<file path="config.mk">
export PLATFORM = sky130hd
export DESIGN_NAME = dmem_arbiter
export DESIGN_NICKNAME = d
export VERILOG_FILES = /design/src/rtl/dmem_arbiter.sv
export SDC_FILE = /design/constraint.sdc
export NUM_CORES = 1
export LEC_CHECK = 0
export ABC_AREA = 1
export CELL_PAD_IN_SITES_DETAIL_PLACEMENT = 1
export CELL_PAD_IN_SITES_GLOBAL_PLACEMENT = 1
export CORE_MARGIN = 10
export CORE_UTILIZATION = 30
export CTS_BUF_LIST = sky130_fd_sc_hd__clkbuf_8
export DETAILED_ROUTE_END_ITERATION = 6
export GPL_TIMING_DRIVEN = 0
export PLACE_DENSITY = 0.94
export RECOVER_POWER = 25
export SKIP_CTS_REPAIR_TIMING = 1
export SLEW_MARGIN = 10
export SYNTH_ARGS = -nofsm -noshare
export SYNTH_HDL_FRONTEND = slang
export SYNTH_SLANG_ARGS = --single-unit
</file>
<file path="constraint.sdc">
create_clock -name clk -period 2.7 [get_ports clk]
set_input_delay 0.54 -clock clk [delete_from_list [all_inputs] [get_ports clk]]
set_output_delay 0.54 -clock clk [all_outputs]
set_load 0.1 [all_outputs]
</file>
<file path="src/rtl/dmem_arbiter.sv">
// rtl/dmem_arbiter.sv - shares the single-port data memory between core load/store and a DMA burst engine
//
// Ports:
//   clk, rst_n                     clock, asynchronous active-low reset
//   core_req/we/addr/wdata         core single-cycle access request
//   core_gnt, core_rdata           combinational grant and load data
//   dma_start/dir/base/len         burst launch (sampled in IDLE only)
//   dma_abort                      terminate the running burst
//   dma_valid, dma_wdata           stream beat offer / write data
//   dma_ready, dma_rdata           beat executed this cycle, read-beat data
//   dma_busy, dma_done             burst running, one-cycle completion pulse
//   mem_addr/read/write/wdata      memory pins
//   mem_rdata                      memory combinational read data
module dmem_arbiter #(
    parameter int AW = 8
) (
    input  logic          clk,
    input  logic          rst_n,
    input  logic          core_req,
    input  logic          core_we,
    input  logic [AW-1:0] core_addr,
    input  logic [7:0]    core_wdata,
    output logic          core_gnt,
    output logic [7:0]    core_rdata,
    input  logic          dma_start,
    input  logic          dma_dir,
    input  logic [AW-1:0] dma_base,
    input  logic [AW-1:0] dma_len,
    input  logic          dma_abort,
    input  logic          dma_valid,
    input  logic [7:0]    dma_wdata,
    output logic          dma_ready,
    output logic [7:0]    dma_rdata,
    output logic          dma_busy,
    output logic          dma_done,
    output logic [AW-1:0] mem_addr,
    output logic          mem_read,
    output logic          mem_write,
    output logic [7:0]    mem_wdata,
    input  logic [7:0]    mem_rdata
);

    localparam logic [1:0] IDLE = 2'd0;
    localparam logic [1:0] RUN  = 2'd1;
    localparam logic [1:0] DONE = 2'd2;

    localparam logic [AW:0] CNT_ONE = {{AW{1'b0}}, 1'b1};

    logic [1:0]    state;
    logic [AW:0]   beatCnt;
    logic [AW-1:0] baseQ;
    logic [AW-1:0] lenQ;
    logic          dirQ;
    logic          prio;

    logic          dmaWant;
    logic          contested;
    logic          coreGnt;
    logic          dmaGnt;
    logic [AW:0]   lastCnt;
    logic [AW-1:0] dmaAddr;

    // A latched length of 0 stands for a full 2**AW-beat sweep.
    assign lastCnt = (lenQ == '0) ? {1'b0, {AW{1'b1}}} : ({1'b0, lenQ} - CNT_ONE);

    // An abort in the same cycle as a beat suppresses the beat.
    assign dmaWant   = (state == RUN) && dma_valid && !dma_abort;
    assign contested = core_req && dmaWant;

    // Grants are gated by rst_n so they drop the instant reset is asserted,
    // even though core_req is a raw input.
    assign coreGnt = rst_n && core_req && (!dmaWant || !prio);
    assign dmaGnt  = rst_n && dmaWant && (!core_req || prio);

    // Address wraps modulo 2**AW by truncation.
    assign dmaAddr = baseQ + beatCnt[AW-1:0];

    assign core_gnt  = coreGnt;
    assign dma_ready = dmaGnt;
    assign dma_busy  = (state == RUN);
    assign dma_done  = (state == DONE);

    always_comb begin
        mem_addr   = '0;
        mem_read   = 1'b0;
        mem_write  = 1'b0;
        mem_wdata  = 8'h00;
        core_rdata = 8'h00;
        dma_rdata  = 8'h00;
        if (coreGnt) begin
            mem_addr   = core_addr;
            mem_read   = !core_we;
            mem_write  = core_we;
            mem_wdata  = core_wdata;
            core_rdata = core_we ? 8'h00 : mem_rdata;
        end else if (dmaGnt) begin
            mem_addr  = dmaAddr;
            mem_read  = !dirQ;
            mem_write = dirQ;
            mem_wdata = dma_wdata;
            dma_rdata = dirQ ? 8'h00 : mem_rdata;
        end
    end

    always_ff @(posedge clk or negedge rst_n) begin
        if (!rst_n) begin
            state   <= IDLE;
            beatCnt <= '0;
            baseQ   <= '0;
            lenQ    <= '0;
            dirQ    <= 1'b0;
            prio    <= 1'b0;
        end else begin
            // Only contested cycles hand priority to the other side.
            if (contested) begin
                prio <= !prio;
            end
            case (state)
                IDLE: begin
                    if (dma_start) begin
                        baseQ   <= dma_base;
                        lenQ    <= dma_len;
                        dirQ    <= dma_dir;
                        beatCnt <= '0;
                        state   <= RUN;
                    end
                end
                RUN: begin
                    if (dma_abort) begin
                        state <= IDLE;
                    end else if (dmaGnt) begin
                        beatCnt <= beatCnt + CNT_ONE;
                        if (beatCnt == lastCnt) begin
                            state <= DONE;
                        end
                    end
                end
                DONE: begin
                    state <= IDLE;
                end
                default: begin
                    state <= IDLE;
                end
            endcase
        end
    end

endmodule
</file>
# [Word-level counts from Yosys, hierarchy flattened]
# Index checks and enable logic that the tools add are counted.
# Widths: inputs -> output; s select.
[totals] reg_bits=29 inputBits=56 out_inout_bits=38 elab_cells=61
[op_classes] n_addsub=3 n_eq_ne=8 muxes=23 n_reduce_logical=21
[op_table] operator="$mux 8" n=9
[op_table] operator="$mux 9" n=4
[op_table] operator="$pmux 9 s2" n=1
[op_table] operator="$add 9x1->9 const B" n=1
[op_table] operator="$eq 9x9->1" n=1
[op_table] operator="$sub 8x1->9 const B" n=1
[op_table] operator="$add 8x8->8" n=1
[op_table] operator="$logic_not 8->1" n=1
[op_table] operator="$mux 2" n=4
[op_table] operator="$logic_and 1x1->1" n=7
[op_table] operator="$logic_not 1->1" n=6
[op_table] operator="$ne 2x2->1 const B" n=3
[op_table] operator="$mux 1" n=4
[op_table] operator="$pmux 2 s2" n=1
[op_table] operator="$reduce_and 4->1" n=1
[op_table] operator="$ne 3x2->1 const B" n=1
[op_table] operator="$ne 3x3->1 const B" n=1
[op_table] operator="$reduce_and 3->1" n=1
[op_table] operator="$eq 2x1->1 const B" n=1
[op_table] operator="$eq 2x2->1 const B" n=1
[op_table] operator="$logic_not 2->1" n=1
[op_table] operator="$logic_or 1x1->1" n=2
[op_table] operator="$reduce_and 2->1" n=1
[op_table] operator="$reduce_bool 2->1" n=1

# [Depth between registers and ports, before layout]
# Gate-level depths: netlist of the first run.
[depth] depth_word=8 ltp_mapped=13

# [Worst setup path after synthesis of the first run]
# OpenSTA, ideal clock, no wires.
[synth_timing] path_type="register -> output" startpoint="register beatCnt[0]" endpoint="output mem_addr[6]" arrival_ps=3790 required_time_ps=2160 path_slack_ps=-1630 path_stages_with_launch=13 n_path_buf=0 path_cell_list="dfrtp_1 ha_1 fa_1 nand2_1 nand2_1 nand2_1 nand2_1 nand2_1 a21oi_1 or2_2 nand2_1 nand2_1 o21ai_0"
[synth_between] elab_chain_cells=3
[synth_lines] element="start: declaration" line="50" rtl="logic [AW:0] beatCnt;"
[synth_lines] element="start signal: assignment" line="132" rtl="beatCnt <= beatCnt + CNT_ONE;"
[synth_lines] element="$add 8x8->8" line="76" rtl="assign dmaAddr = baseQ + beatCnt[AW-1:0];"
[synth_lines] element="$mux 8" line="96" rtl="end else if (dmaGnt) begin"
[synth_lines] element="$mux 8" line="90" rtl="if (coreGnt) begin"
[synth_lines] element="end: declaration" line="36" rtl="output logic [AW-1:0] mem_addr,"
# No other way between the ends.

# [Worst setup path in the final report of the first run]
[layout_timing] startpoint="register baseQ[0]" endpoint="output mem_addr[6]"
[layout_between] elab_chain_cells=3
[layout_lines] element="start: declaration" line="51" rtl="logic [AW-1:0] baseQ;"
[layout_lines] element="start signal: assignment" line="121" rtl="baseQ <= dma_base;"
[layout_lines] element="$add 8x8->8" line="76"
[layout_lines] element="$mux 8" line="96"
[layout_lines] element="$mux 8" line="90"
# No other way between the ends.

==> metrics.yaml, run 1 <==
clocking:
  cts_buffers: 5
  path_clk_slew_ps: 60
  clock_sinks: 29
  cts_root_buffer: "clkbuf_8"
  clock_latency_ps: 280
  htree_levels: 2
  cts_tree: "yes"
  clockBufferDepth: 2
placement:
  gp_congestion: 0.863
  post-dp-hpwl_mm: 7.63
  port_buffers: 93
  place_area_sq_mm: 0.00336
global_route:
  antenna_found_initial: 0
  grt_pass1_vias: 2845
  overflow: 0
  grt_pass1_wl_mm: 14.6
  grt_max_degree: 32
  grt_usage_pct: 16.0
sta:
  tightest_slew_ps: 1030
  skew_ps: 6.13
  rsz0062_at_grt: "true"
  min_period_ps: 3050
  setup_viol: 23
  fin_crit_sh_pct: 113
  finalWorstSetupSlack_ps: -349
  slew_violations: 0
  hold_viol: 0
  timing.fmax_mhz: 328
  tns_ps: -1060
  slew_headroom_pct: 30.9
critical_path:
  slowest_stage: "dfrtp_1"
  required_ps: 2160
  cp-start-kind: "register"
  cp_max_fo: 2
  cp_cell_sequence: "ha_2 > fa_2 > nand2_2 > nand2_1 > nand2_1 > nand2_2 > nand2_2 > a21oi_2 > or2_4 > nand2_2 > nand2_2 > o21ai_2 > buf_12"
  crit_type: "register to output pin"
  path_common_cell: "nand2_2"
  crit_buf_inv: 1
  critPathTopFamily: "simple AND/OR/NAND/NOR gates"
  r2r_setup_slack_ps: 810
  end_kind: "output pin"
  worstPathArrival_ps: 2510
  slowest_delay_ps: 400
floorplan:
  die_area_sq_mm: 0.0112
  pin_count: 94
  placementRows: 31
  initial_core_util_pct: 30.7
  fp.dieW_um: 106
  fp.dieH_um: 106
  core-area_sq_mm: 0.00721
yosys:
  yosysWarnings: 0
  synthCells: 321
  syn-num-nets: 388
  ys_types: 35
  synth_seq_area_share_pct: 32.8
  synth-seq-cells: 29
  synth_ff_type: "dfrtp_1"
  avgSynthCellArea_sq_um: 6.89
  synth_edf_count: 0
  syn-cell-area_sq_mm: 0.00221
  async_flop_share_pct: 100
drt:
  wl_mm: 11.2
  drt_iter0_drc: 120
  viasPerCell: 5.12
  vias: 2712
  ant_nets: 0
  first_pass_iters: 4
  wl_per_cell_um: 21.2
  post-route-drc-count: 0
final_layout:
  design_area_sq_mm: 0.00375
  fin_nets: 498
  multiInputGateArea_sq_mm: 0.00149
  syn2layout_area_growth_pct: 69.3
  final_cell_mix: "nand2_1 (83), clkdlybuf4s50_1 (55), inv_1 (40)"
  regArea_sq_um: 728
  drive_above_1_share_pct: 28.1
  nFillCells: 863
  diodes: 0
  final_common_cell: "nand2_1"
run_status:
  outcome: "finished, violations left"
  violations: "negative setup slack"
run:
  cap_violations: 0
pwr:
  ir_drop_mv: 0.251
  p_leak_nw: 1.76
  power.density_mw_per_mm2: 542
hold_path:
  hp-class: "input pin to asynchronous set/reset pin"
## cell type report
type                       count  area share, %
buffer                         6           1.17
inverter                      45           4.78
sequential                    29           19.4
clock buffer                   6           2.20
tap                           99           3.31
clock inverter                 1          0.100
multi-input combinational    241           39.8
timing repair buffer         103           29.2
## stage by stage
step                      hold WS [ps]  instances  util (%)  power (mW)  setup WS (ps)
after floorplan                    244        321         -        1.22           -349
after global placement             470        513      46.7        1.47          -2230
after detailed placement           485        513      46.6        1.53          -1480
after CTS                          323        520      47.8        1.90          -1490
after global routing               205        530      51.9        2.15           -437
final                              188        530      51.9        2.03           -349
## synth_stat cells (all sizes together), types with 2 or more instances
cell | number | share of area [%]
o21ai | 23 | 5.9
inv | 44 | 7.6
buf | 2 | 0.57
o31ai | 3 | 1.0
ha | 10 | 5.7
nand4 | 9 | 2.5
nand2 | 98 | 17
a21oi | 7 | 1.6
dfrtp | 29 | 33
clkbuf | 4 | 0.68
xor2 | 4 | 1.6
or2 | 3 | 0.85
xnor2 | 6 | 2.4
nor3 | 4 | 1.4
nor2 | 41 | 7.5
a22o | 10 | 4.0
nand3 | 18 | 4.3
## power breakdown
part	internal (mW)	switching (mW)
clock	0.198	0.166
combinational	0.366	0.692
sequential	0.518	0.0922
## sequential cells by signal, summed over array words and instances, names as in the netlist
| signal | flops |
|---|---|
| beatCnt | 9 |
| baseQ | 8 |
| lenQ | 8 |
| state | 2 |
| dirQ | 1 |
| prio | 1 |
## final timing paths
kind / startpoint / to / cells past startpoint
setup reg to reg: state[1] / beatCnt[4] / 11
max in group asynchronous: rst_n / beatCnt[2] / 1
hold / removal: rst_n / baseQ[2] / 1
setup / recovery: baseQ[0] / mem_addr[6] / 13
hold reg to reg: baseQ[4] / baseQ[4] / 2
min in group clk: baseQ[4] / baseQ[4] / 2
## cell families after synthesis
logic type	after synthesis	synth area share (%)
XOR/XNOR	10	3.96
flip-flops	29	32.8
AND/OR/NAND/NOR	173	33.8
adder cells (fa/ha/maj)	11	6.56
AO/OA/AOI/OAI	47	13.9
buffers and inverters	51	8.99
## metal layers
| metal | up-vias | part of all wire [%] | track usage, % |
|---|---|---|---|
| met3 | 17 | 6.4 | 4.57 |
| met5 | - | 0 | 0 |
| met4 | 0 | 2.1 | 4.16 |
| met2 | 119 | 53 | 29.2 |
| met1 | 1326 | 38 | 17.6 |
| li1 | 1250 | - | - |
Note: power is estimated with default switching activity, not from simulation.
==> run 2: changes to the inputs <==
CTS_CLUSTER_DIAMETER = 150   (was default)
==> results of run 2 <==
No change in the layout: final DEF, timing and power equal those of run 1.
